===== config.mk =====
export PLATFORM = sky130hd
export DESIGN_NAME = rom_read_arbiter
export DESIGN_NICKNAME = d
export VERILOG_FILES = /design/src/rtl/rom_arb_pkg.sv /design/src/rtl/RAM_ROM.sv /design/src/rtl/rom_read_arbiter.sv
export SDC_FILE = /design/constraint.sdc
export NUM_CORES = 1
export LEC_CHECK = 0
export CAP_MARGIN = 25
export CORE_AREA = 3 3 40 42
export DETAILED_ROUTE_END_ITERATION = 6
export DIE_AREA = 0 0 43 45
export GPL_ROUTABILITY_DRIVEN = 0
export PLACE_DENSITY = 0.82
export SYNTH_ARGS = -nofsm -noshare
export SYNTH_HDL_FRONTEND = slang
export SYNTH_SLANG_ARGS = --single-unit

===== constraint.sdc =====
create_clock -name clock -period 3 [get_ports clock]
set_clock_uncertainty 0.05 [all_clocks]
set_input_delay 0.3 -clock clock [delete_from_list [all_inputs] [get_ports clock]]
set_output_delay 0.3 -clock clock [all_outputs]
set_load 0.02 [all_outputs]

===== src/rtl/rom_arb_pkg.sv =====
// Shared widths and state/requester encodings for the ROM read arbiter.
package rom_arb_pkg;

  localparam int ADDR_WIDTH = 2;
  localparam int DATA_WIDTH = 4;

  typedef enum logic [1:0] {
    IDLE,
    READ,
    RESP
  } state_t;

  typedef enum logic {
    REQ_A,
    REQ_B
  } req_id_t;

endpackage


===== src/rtl/RAM_ROM.sv =====
// Combinational 4x4 lookup ROM shared by the two requesters of rom_read_arbiter.
module RAM_ROM
  import rom_arb_pkg::*;
(
  input  logic [ADDR_WIDTH-1:0] Addr,
  output logic [DATA_WIDTH-1:0] Dout
);

  always_comb begin
    case (Addr)
      2'd0:    Dout = 4'h4;
      2'd1:    Dout = 4'hC;
      2'd2:    Dout = 4'h6;
      default: Dout = 4'h7;
    endcase
  end

endmodule


===== src/rtl/rom_read_arbiter.sv =====
// Round-robin arbiter giving requesters A and B turns at the shared ROM,
// with a req/ack handshake and registered read data.
module rom_read_arbiter
  import rom_arb_pkg::*;
(
  input  logic                  clock,
  input  logic                  reset_n,
  input  logic                  req_a,
  input  logic [ADDR_WIDTH-1:0] addr_a,
  input  logic                  req_b,
  input  logic [ADDR_WIDTH-1:0] addr_b,
  output logic                  ack_a,
  output logic                  ack_b,
  output logic [DATA_WIDTH-1:0] rdata,
  output logic                  busy
);

  state_t                  state, next_state;
  req_id_t                 gnt_q, last_grant, winner;
  logic [ADDR_WIDTH-1:0]   addr_q, winner_addr;
  logic [DATA_WIDTH-1:0]   rom_dout;

  RAM_ROM u_rom (
    .Addr (addr_q),
    .Dout (rom_dout)
  );

  // NOTE: every output of this block is assigned a default first so no latch is inferred.
  always_comb begin
    next_state = state;
    winner     = REQ_A;
    case (state)
      IDLE: begin
        if (req_a && req_b) begin
          winner = (last_grant == REQ_A) ? REQ_B : REQ_A;
        end else if (req_b) begin
          winner = REQ_B;
        end
        if (req_a || req_b) next_state = READ;
      end
      READ:    next_state = RESP;
      RESP:    next_state = IDLE;
      default: next_state = IDLE;
    endcase
  end

  assign winner_addr = (winner == REQ_A) ? addr_a : addr_b;
  assign busy        = (state == READ) || (state == RESP);

  // last_grant resets to B so that A wins the first tie after reset.
  // NOTE: sequential state uses non-blocking assignments so all registers update together.
  always_ff @(posedge clock or negedge reset_n) begin
    if (!reset_n) begin
      state      <= IDLE;
      addr_q     <= '0;
      gnt_q      <= REQ_A;
      last_grant <= REQ_B;
      ack_a      <= 1'b0;
      ack_b      <= 1'b0;
      rdata      <= '0;
    end else begin
      state <= next_state;
      case (state)
        IDLE: begin
          if (req_a || req_b) begin
            addr_q <= winner_addr;
            gnt_q  <= winner;
          end
        end
        READ: begin
          rdata      <= rom_dout;
          ack_a      <= (gnt_q == REQ_A);
          ack_b      <= (gnt_q == REQ_B);
          last_grant <= gnt_q;
        end
        RESP: begin
          ack_a <= 1'b0;
          ack_b <= 1'b0;
        end
        default: ;
      endcase
    end
  end

endmodule

==> qor.csv <==
metric,value,unit
status,finished clean,
post-synthesis sequential area ratio,53.2,%
die height,45,um
initial antenna violation count,0,
fraction of layout instances using a drive strength above 1,14.5,%
Synth Area in Simple Gates,12.6,%
root buffer cell,clkbuf_4,
arrival time worst endpoint,1740,ps
clk slew on worst S/H paths,80,ps
DRC viols,0,
Post-Synthesis Cells,51,
Skew-Pair Late Insertion Delay,260,ps
fin. max-slew vios,0,
mux contribution to synthesized area,9.93,%
ant diodes,0,
period utilisation layout,69.6,%
min Tclk post-route,2090,ps
drt first pass iters,4,
max cap viols,0,
P_leak,0.330,nW
CP peak stage delay,620,ps
Synth cell types,17,
Clock Tree Buf Depth,2,
Max IR drop VDD,0.468,mV
critical path required time,2650,ps
largest net degree at the start of global routing,13,
"commonest non-fill, non-tap cell in the layout",clkdlybuf4s50_1,
Cell Rows,13,
type of the most critical hold path,in -> async,
average instance area after synthesis,11.1,sq um
Post-Syn Nets,64,
Routed Antenna Nets,0,
Synth area leader,dfrtp_1,
TritonCTS clock tree,yes,
hold_buf cts,0,
Synth Area in Compound Gates,9.27,%
initial core utilization,44.1,%
fmax,479,MHz
setup TNS,0,ps
area share of fa/ha/maj cells after synthesis,11.0,%
via count,412,
area grow syn2layout,34.4,%
Die X,43,um
post-DP HPWL,726,um
vias in the first global route,368,
"FF+latch count, synth",12,
critical path cell sequence,inv_1 -> ha_1 -> clkdlybuf4s50_1,
area fraction of the dominant cell type after synthesis,48.6,%
Mapped Area,567,sq um
Boundary Pins,15,
Setup crit end kind,primary output,
"commonest cells after routing, fill and taps aside","14 x clkdlybuf4s50_1, 11 x dfrtp_1, 6 x inv_1",
top post-synthesis cells by area,"dfrtp_1 49%, ha_1 11%, mux2_2 6.0%",
crit path launch type,flip-flop,
hold slack,322,ps
IO Port Bufs,14,
Final nets,83,
gr usage total,11.3,%
drt wl/cell,11.3,um
relative slew slack,65.5,%
largest fanout on the critical path,4,
Post CTS Setup Buffer Count,0,
drt initial violations,2,
"Hold Violations, Final",0,
post-CTS sizing,0,
GRT overflow,0,
cell area power density,1040,nW/um^2
yosys warns,0,
XOR/XNOR Fraction of Synth Area,0,%
CP max-delay cell,clkdlybuf4s50_1,
die area,1940,sq um
RSZ-0062 raised after global routing,no,
CP Class,reg -> out,
largest family of logic cells by synthesized area,simple AND/OR/NAND/NOR gates,
CTS Buf Count,3,
core area,1280,sq um
final setup fails,0,
global-route wire length before repair,1.60,mm
worst slew pin tran,515,ps
vias per cell,4.90,
Routed WL,946,um
Sink Count,12,
# H-tree levels,1,
[metal layers]
layer / up-vias / global-route usage (%) / wire [um]
met3: 2 / 3.59 / 62
met1: 181 / 15.2 / 428
met2: 17 / 16.5 / 440
li1: 212 / - / -
met4: 0 / 5.42 / 15
met5: - / 0 / 0
[cell type report]
type / instances / area (sq um)
multi-input combinational: 33 / 243
fill: 121 / 523
sequential: 12 / 302
timing repair buffer: 14 / 140
tap: 15 / 18.8
inverter: 6 / 22.5
clock buffer: 4 / 36.3
[final timing paths]
path | start | end | slack, ps | cells after the start
worst max-delay path | state[0]$_DFFE_PN0P_ | busy | 910 | 3
worst min-delay path | reset_n | rdata[0]$_DFFE_PN0N_ | 320 | 1
worst max register to register | state[0]$_DFFE_PN0P_ | state[1]$_DFFE_PN0P_ | 1580 | 4
worst min register to register | rdata[2]$_DFFE_PN0N_ | rdata[2]$_DFFE_PN0N_ | 420 | 1
max in group asynchronous | reset_n | last_grant$_DFFE_PN1N_ | 2220 | 1
min in group clock | rdata[2]$_DFFE_PN0N_ | rdata[2]$_DFFE_PN0N_ | 420 | 1
[flip-flops by register name (all words and copies together), names as in the netlist]
signal and cells:
ack_a 1, addr_q 2, last_grant 1, gnt_q 1, ack_b 1, state 2
rdata 4
[cell families after synthesis]
group	count (synthesis)
AO/OA/AOI/OAI	9
multiplexers	5
adder cells (fa/ha/maj)	5
flip-flops	12
AND/OR/NAND/NOR	14
buffers and inverters	6
[worst max-delay path: cells and delay by family, from the launching register on]
kind / cells / cell delay (ps)
DFF: 1 / 400
adders and majority gates: 1 / 350
buffers and inverters: 2 / 720
[synth_stat cells]
| cell | n |
|---|---|
| or2_2 | 1 |
| nand3_1 | 1 |
| o21a_2 | 1 |
| nand2_1 | 3 |
| dfrtp_1 | 11 |
| o22ai_1 | 1 |
| nand4_1 | 2 |
| and2_1 | 1 |
| a31oi_1 | 2 |
| o21ai_0 | 5 |
| inv_1 | 6 |
| dfstp_2 | 1 |
| mux2_1 | 2 |
| mux2_2 | 3 |
| ha_1 | 5 |
| nor2_1 | 4 |
| nand3b_1 | 2 |
[where the power goes]
group | leakage [nW] | total (mW) | internal (mW) | switching (mW)
registers | 0.140 | 0.286 | 0.239 | 0.0467
logic | 0.169 | 0.378 | 0.190 | 0.188
clock network | 0.0210 | 0.126 | 0.0736 | 0.0522
total | 0.330 | 0.790 | 0.502 | 0.287
[through the flow]
step | instances | cell area (sq um) | worst slack [ps] | power, mW | util (%)
3_5_place_dp | 80 | 726 | 1210 | 0.667 | 56.5
3_3_place_gp | 80 | 726 | 1260 | 0.654 | 56.5
6_report | 84 | 762 | 911 | 0.790 | 59.3
5_1_grt | 84 | 762 | 833 | 0.855 | 59.3
2_1_floorplan | 51 | 567 | 1620 | 0.528 | -
4_1_cts | 84 | 762 | 906 | 0.798 | 59.3
No activity file was read; power rests on OpenSTA's default activity.
